[src/rtl/dm_port_ctrl.sv]
// rtl/dm_port_ctrl.sv - splits word read/write requests into four byte beats on the pixel memory port
// Optional macro DMC_ADDR_RANGE_CHECK_EN rejects requests whose word address is >= DM_WORDS.
module dm_port_ctrl #(
  parameter int MEM_RD_LAT = 1,
  parameter int DM_WORDS   = 1048576
) (
  input  logic        clock,
  input  logic        rst,
  input  logic [19:0] dm_addr,
  input  logic        dm_r,
  input  logic        dm_wr,
  input  logic [31:0] wr_data,
  output logic        busy,
  output logic        done,
  output logic        err,
  output logic [31:0] rd_data,
  output logic [21:0] mem_addr,
  output logic [7:0]  mem_wdata,
  output logic        mem_we,
  output logic        mem_re,
  input  logic [7:0]  mem_rdata
);

  typedef enum logic [2:0] {IDLE, WR_BEAT, RD_ISSUE, RD_WAIT, DONE} state_t;

  state_t      state_q;
  logic [1:0]  beat_q;
  logic [2:0]  cnt_q;
  logic [19:0] addr_q;
  logic [31:0] wdata_q;
  logic [23:0] shadow_q;
  logic        busy_q;
  logic        done_q;
  logic        mem_we_q;
  logic        mem_re_q;
  logic [31:0] rd_data_q;
  logic [21:0] mem_addr_q;
  logic [7:0]  mem_wdata_q;
  logic [1:0]  beat_nx;

  assign beat_nx = beat_q + 2'd1;

`ifdef DMC_ADDR_RANGE_CHECK_EN
  logic err_q;
  logic oor;
  assign oor = ({12'd0, dm_addr} >= 32'(DM_WORDS));
  assign err = err_q;
`else
  logic unused_cfg;
  assign unused_cfg = (DM_WORDS == 0);
  assign err = 1'b0;
`endif

  always_ff @(posedge clock) begin
    if (rst) begin
      state_q     <= IDLE;
      beat_q      <= 2'd0;
      cnt_q       <= 3'd0;
      addr_q      <= 20'd0;
      wdata_q     <= 32'd0;
      shadow_q    <= 24'd0;
      busy_q      <= 1'b0;
      done_q      <= 1'b0;
      mem_we_q    <= 1'b0;
      mem_re_q    <= 1'b0;
      rd_data_q   <= 32'd0;
      mem_addr_q  <= 22'd0;
      mem_wdata_q <= 8'd0;
`ifdef DMC_ADDR_RANGE_CHECK_EN
      err_q       <= 1'b0;
`endif
    end else begin
      // Strobes and pulses are one cycle wide unless a state re-arms them.
      done_q   <= 1'b0;
      mem_we_q <= 1'b0;
      mem_re_q <= 1'b0;
`ifdef DMC_ADDR_RANGE_CHECK_EN
      err_q    <= 1'b0;
`endif
      case (state_q)
        IDLE: begin
          if (dm_wr || dm_r) begin
            addr_q <= dm_addr;
            beat_q <= 2'd0;
`ifdef DMC_ADDR_RANGE_CHECK_EN
            if (oor) begin
              state_q <= DONE;
              done_q  <= 1'b1;
              err_q   <= 1'b1;
            end else
`endif
            if (dm_wr) begin
              state_q     <= WR_BEAT;
              wdata_q     <= wr_data;
              busy_q      <= 1'b1;
              mem_we_q    <= 1'b1;
              mem_addr_q  <= {dm_addr, 2'd0};
              mem_wdata_q <= wr_data[7:0];
            end else begin
              state_q    <= RD_ISSUE;
              busy_q     <= 1'b1;
              mem_re_q   <= 1'b1;
              mem_addr_q <= {dm_addr, 2'd0};
            end
          end
        end
        WR_BEAT: begin
          if (beat_q == 2'd3) begin
            state_q <= DONE;
            busy_q  <= 1'b0;
            done_q  <= 1'b1;
          end else begin
            beat_q      <= beat_nx;
            mem_we_q    <= 1'b1;
            mem_addr_q  <= {addr_q, beat_nx};
            mem_wdata_q <= wdata_q[{beat_nx, 3'b000} +: 8];
          end
        end
        RD_ISSUE: begin
          state_q <= RD_WAIT;
          cnt_q   <= 3'(MEM_RD_LAT);
        end
        RD_WAIT: begin
          cnt_q <= cnt_q - 3'd1;
          if (cnt_q == 3'd1) begin
            // The last byte goes straight into rd_data so it is visible during DONE.
            if (beat_q == 2'd3) begin
              state_q   <= DONE;
              busy_q    <= 1'b0;
              done_q    <= 1'b1;
              rd_data_q <= {mem_rdata, shadow_q};
            end else begin
              shadow_q[{beat_q, 3'b000} +: 8] <= mem_rdata;
              beat_q     <= beat_nx;
              state_q    <= RD_ISSUE;
              mem_re_q   <= 1'b1;
              mem_addr_q <= {addr_q, beat_nx};
            end
          end
        end
        DONE: begin
          state_q <= IDLE;
        end
        default: begin
          state_q <= IDLE;
          busy_q  <= 1'b0;
        end
      endcase
    end
  end

  assign busy      = busy_q;
  assign done      = done_q;
  assign rd_data   = rd_data_q;
  assign mem_addr  = mem_addr_q;
  assign mem_wdata = mem_wdata_q;
  assign mem_we    = mem_we_q;
  assign mem_re    = mem_re_q;

endmodule
[config.mk]
export PLATFORM = sky130hd
export DESIGN_NAME = dm_port_ctrl
export DESIGN_NICKNAME = d
export VERILOG_FILES = /design/src/rtl/dm_port_ctrl.sv
export SDC_FILE = /design/constraint.sdc
export NUM_CORES = 1
export LEC_CHECK = 0
export ABC_CLOCK_PERIOD_IN_PS = 2900
export BUFFER_PORTS_ARGS = -buffer_cell sky130_fd_sc_hd__buf_2
export CAP_MARGIN = 20
export CORE_MARGIN = 1.5
export CORE_UTILIZATION = 48
export DETAILED_ROUTE_END_ITERATION = 8
export PLACE_DENSITY = 0.8
export RECOVER_POWER = 25
export SLEW_MARGIN = 0
export SYNTH_ARGS = -nofsm -noshare
export SYNTH_HDL_FRONTEND = slang
export SYNTH_SLANG_ARGS = --single-unit
[constraint.sdc]
create_clock -name clock -period 2.9 [get_ports clock]
set_clock_uncertainty 0.1 [all_clocks]
set_input_delay 0.58 -clock clock [delete_from_list [all_inputs] [get_ports clock]]
set_output_delay 0.58 -clock clock [all_outputs]
set_load 0.02 [all_outputs]
### Word-level counts from Yosys, hierarchy flattened

Cells that the tools add are included.

* register bits: 150
* input port bits: 64
* output and inout port bits: 67
* logic and storage cells: 81

* $add $sub $neg: 3
* equal/unequal tests: 11
* shift-type cells: 3
* multiplexer cells: 35
* bitwise logic cells: 2
* reductions and logical operators: 14

Operators with widths (number)
* 22-bit 2-to-1 mux: 3
* 22-bit one-hot mux with 3 select lines: 1
* 32-bit by 6-bit variable part select with 8-bit output: 1
* 24-bit bitwise mux: 1
* 8-bit 2-to-1 mux: 3
* 8-bit by 7-bit variable shift with 24-bit output, first input constant: 1
* 8-bit by 7-bit variable part select with 24-bit output: 1
* 3-bit AND reduction: 6
* 8-bit one-hot mux with 2 select lines: 1
* 3-bit 2-to-1 mux: 4
* 3-bit one-hot mux with 4 select lines: 1
* 1-bit 2-to-1 mux: 11
* 2-bit != test, second input constant: 5
* 2-bit 2-to-1 mux: 4
* 5-bit negation with 7-bit output: 1
* 3-bit by 1-bit equality test with 1-bit output, second input constant: 2
* 3-bit by 2-bit equality test with 1-bit output, second input constant: 2
* 1-bit one-hot mux with 2 select lines: 3
* 2-bit one-hot mux with 3 select lines: 1
* 3-bit one-hot mux with 2 select lines: 1
* 1-bit one-hot mux with 4 select lines: 1
* 4-bit AND reduction: 1
* 2-bit nonzero test: 2
* 3-bit equality test, second input constant: 1
* other kinds (9): 10

### Longest topological paths before layout

* depth in word-level cells: 4
* mapped depth: 7

### Worst setup path before layout

OpenSTA, ideal clock, no wires.

* path kind: register -> register
* start: register beat_q[0]
* end: register shadow_q[10]
* library setup time: 0.070 ns
* arrival time: 2.091 ns
* setup slack: 0.638 ns
* stages on the path, launching flop included: 7
* path buffers: 1
* cell sequence: dfxtp_1 inv_1 ha_1 buf_2 nor3b_1 nand4b_1 a21oi_1

* longest elaborated chain between the ends: 3
* elaborated cells between the ends (all ways): 7

Ends and longest elaborated chain
* start, declared: RTL line 27 `logic [1:0] beat_q;`
* start signal, assigned: RTL line 113 `beat_q <= beat_nx;`
* start signal, assigned: RTL line 134 `beat_q <= beat_nx;`
* 5-bit negation with 7-bit output / 2-bit equality test (equally long branches): RTL line 133, 127
* 8-bit by 7-bit variable part select with 24-bit output, or another cell as far along: RTL line 133 `shadow_q[{beat_q, 3'b000} +: 8] <= mem_rdata;`
* 24-bit bitwise mux / 3-bit AND reduction (equally long branches)
* end signal, assigned by index: RTL line 133
* end, declared: RTL line 31 `logic [23:0] shadow_q;`

Several ways; a longest one is shown, not always the timed one.
A chain may end at the register's enable or synchronous reset.

### Worst setup path in the final report

* start: register beat_q[0]
* end: register shadow_q[5]

Same word-level chain as after synthesis.

==> metrics.md <==
| Metric | Value |
|---|---|
| Status | completed |
| H-tree Lvls | 4 |
| Post-cts sizing count | 0 |
| Req. time, crit path | ~3.2 ns |
| # port buffers | approximately 130 |
| Initial antenna violation count | 0 |
| Initial DRT Pass Iterations | 4 |
| Area growth, synth to finish | 22.2% |
| Synth top area share | 49.4% |
| Clock slew at reported path FFs | 0.06 ns |
| Tot GR Track Use | 23.1% |
| Setup TNS | 0 ns |
| Warnings, synthesis | 0 |
| Synth area leader | dfxtp_1 |
| Pwr Density | between 700 and 800 nW/um2 |
| Slew headroom | around two fifths |
| Via count | between 5000 and 6000 |
| Number of inserted diodes | 0 |
| Worst Setup Start Kind | flip-flop |
| I/O pins | roughly 130 |
| Largest net degree at the start of global routing | 109 |
| Unique masters post-synth | 42 |
| CP peak stage delay | between 0.7 and 0.8 ns |
| Critical path arrival | between 2 and 3 ns |
| Final Slew Violations | 0 |
| Post-CTS setup buffers | 0 |
| Core Util, Final | 60.4% |
| Adder-Cell Fraction of Synth Area | 1.46% |
| Synth Area in Compound Gates | roughly 19% |
| Post-layout nets | slightly above 900 |
| Vias in the first global route | about 5000 |
| CTS max path bufs | 2 |
| Min-Delay Path Depth | 3 |
| Net count after synthesis | 799 |
| Seq cells post-synth | around 150 |
| DP HPWL | 9430 um |
| Row Count | 40 |
| Overall power | ~5.3 mW |
| Fin. Hold Viols | 0 |
| Fill cell count | 1138 |
| Depth of the worst register-to-register path | 6 |
| Fin crit share | between 80% and 90% |
| CTS hold repair buffers | 0 |
| CTS Sinks | about 150 |
| Buf/Inv on CP | 1 |
| Seq/Total Area, Yosys | between 40 and 50% |
| Grt total ovfl | 0 |
| Worst-margin pin slew | 0.917 ns |
| Max_cap viols | 0 |
| Synth top area cells | dfxtp_1, nand2_1, a21oi_1, a311oi_1, mux2i_1 |
| Layout cells sized above 1 | 16.2% |
| PnR worst setup slack | approximately 0.55 ns |
| Remaining antenna violation count after routing | 0 |
| Num CTS Buffers | 17 |
| Xor-xnor portion of the synthesized cell area | 0% |
| LEAKAGE | 2.69 nW |
| DRC Markers | 0 |
| Worst Path Max Fanout | 8 |
| Die span in x | 115 um |
| Synth Area in Simple Gates | around 22% |
| CP Depth | 6 |
| Global placement routability congestion | 0.793 |
| Most instantiated cells after synthesis | nand2_1, dfxtp_1, a21oi_1, clkbuf_1, buf_2 |
| Synth Area per Inst | 8.23 um2 |
| First-pass GRT wire length | 23900 um |
| Max Clock Freq | between 400 and 500 MHz |
| Crit path max-delay family | simple AND/OR/NAND/NOR gates |
| WL/cell | ~15 um |
| Root Buffer | clkbuf_16 |
| Detailed Route Iter0 Violations | 374 |
| CTS tree | built |
| Worst path slowest cell | nor4bb_1 |
| Post-synthesis mux area share | 3.99% |
| Async S/R FF share, synth | 0% |
| Min Clock Period, post-route | 2.35 ns |
| Main combinational cell family by area after synthesis | simple AND/OR/NAND/NOR gates |
| Worst-path cell chain | inv_1 > ha_1 > nor4bb_1 > and2_1 > mux2i_1 > nor2_1 |
| Critical path class | reg -> reg |
| Die Ht | 115 um |
| Hold Crit Class | in -> reg |
| Clk Latency, worst-skew pair | 0.42 ns |
| WHS | ~0.29 ns |
| Syn Inst Count | 728 |
| EDFF count, synth | 0 |
| Setup crit end kind | flip-flop |
| Via density | about 5.3 |
| Most numerous cell in the Yosys netlist | nand2_1 |
| Synthesized area | 5990 um2 |
| Setup WS pre-CTS | between 0.5 and 0.6 ns |
| Core box area | 12100 um2 |
| Die area | 13200 um2 |
| Detailed-route wire length | 14900 um |
| Starting Density | 49.5% |
| Unrepaired setup endpoints after global routing | false |
| Maximum VDD drop | 0.512 mV |
| Most used DFF post-synth | dfxtp_1 |
| Setup Viol. Count Final | 0 |
## through the flow
stage          area, um2  instances
2_1_floorplan       5990        728
3_3_place_gp        6750        985
3_5_place_dp        6750        985
4_1_cts             7380       1017
5_1_grt             7320       1018
6_report            7320       1018
## cell type report
class                   instances  area, um2  area share (%)
clock inverters                10        153            2.09
well taps                     168        210            2.87
repair buffers                145        714            9.76
multi-input cells             515       2770            37.8
inverters                      10       37.5           0.513
flip-flops and latches        148       2960            40.5
clock buffers                  22        474            6.48
## routing by layer
metal	global-route usage (%)	part of all wire [%]
met1	29.6	46
met2	37.9	47
met3	5.69	5.8
met4	8.56	1.7
met5	0	0
## path summary, 6_finish.rpt
kind | startpoint | endpoint | slack, ns
max | beat_q[0] | shadow_q[5] | 0.55
min | wr_data[12] | wdata_q[12] | 0.29
max reg2reg | beat_q[0] | shadow_q[5] | 0.55
min reg2reg | shadow_q[14] | shadow_q[14] | 0.35
## layout by cell type, fill, tap and decap left out, types with 2 or more instances in the layout
cell | synthesis | layout
o21ai_0 | 10 | 10
a311oi_1 | 20 | 20
buf_4 | 2 | 15
a21oi_1 | 126 | 125
nor3_2 | 1 | 2
clkinv_2 | 0 | 5
clkbuf_16 | 0 | 17
nand2_1 | 217 | 217
buf_2 | 22 | 75
nor3b_1 | 2 | 2
mux2i_1 | 16 | 16
mux2_2 | 7 | 7
nor2b_1 | 4 | 3
dfxtp_1 | 148 | 148
o31ai_1 | 2 | 2
and4_1 | 3 | 3
nand3_1 | 21 | 21
nand2b_1 | 13 | 13
nor2_1 | 15 | 15
clkbuf_1 | 29 | 55
ha_1 | 7 | 7
and2_1 | 9 | 9
o211ai_1 | 3 | 3
o2bb2ai_1 | 14 | 14
nor4_1 | 3 | 2
nor3_1 | 5 | 4
clkbuf_8 | 0 | 3
inv_1 | 10 | 10
a31oi_1 | 3 | 3
bufinv_16 | 0 | 4
## logic make-up (layout without fill, tap and decap cells)
group	after synthesis	after routing
simple gates	300	300
other cells	1	1
flops	148	148
buf+inv	65	187
mux	23	23
compound gates	184	184
fa+ha+maj	7	7
## report_power, final
part | switching [mW] | internal [mW] | leakage [nW]
combinational | 0.478 | 0.262 | 1.18
clock | 0.808 | 1.50 | 0.310
sequential | 0.0907 | 2.17 | 1.21
## registers in the layout (all words and copies together), names as in the netlist, 3 cells and up
register,cells
rd_data,32
wdata_q,32
shadow_q,24
mem_addr,21
addr_q,20
mem_wdata,8
cnt_q,3
state_q,3
## worst min-delay path: cells and delay by family
family                 cells  cell delay [ns]
buffers and inverters      1             0.09
AO/OA/AOI/OAI              1             0.05
AND/OR/NAND/NOR            1             0.04
Power figures use the tool's default switching activity.
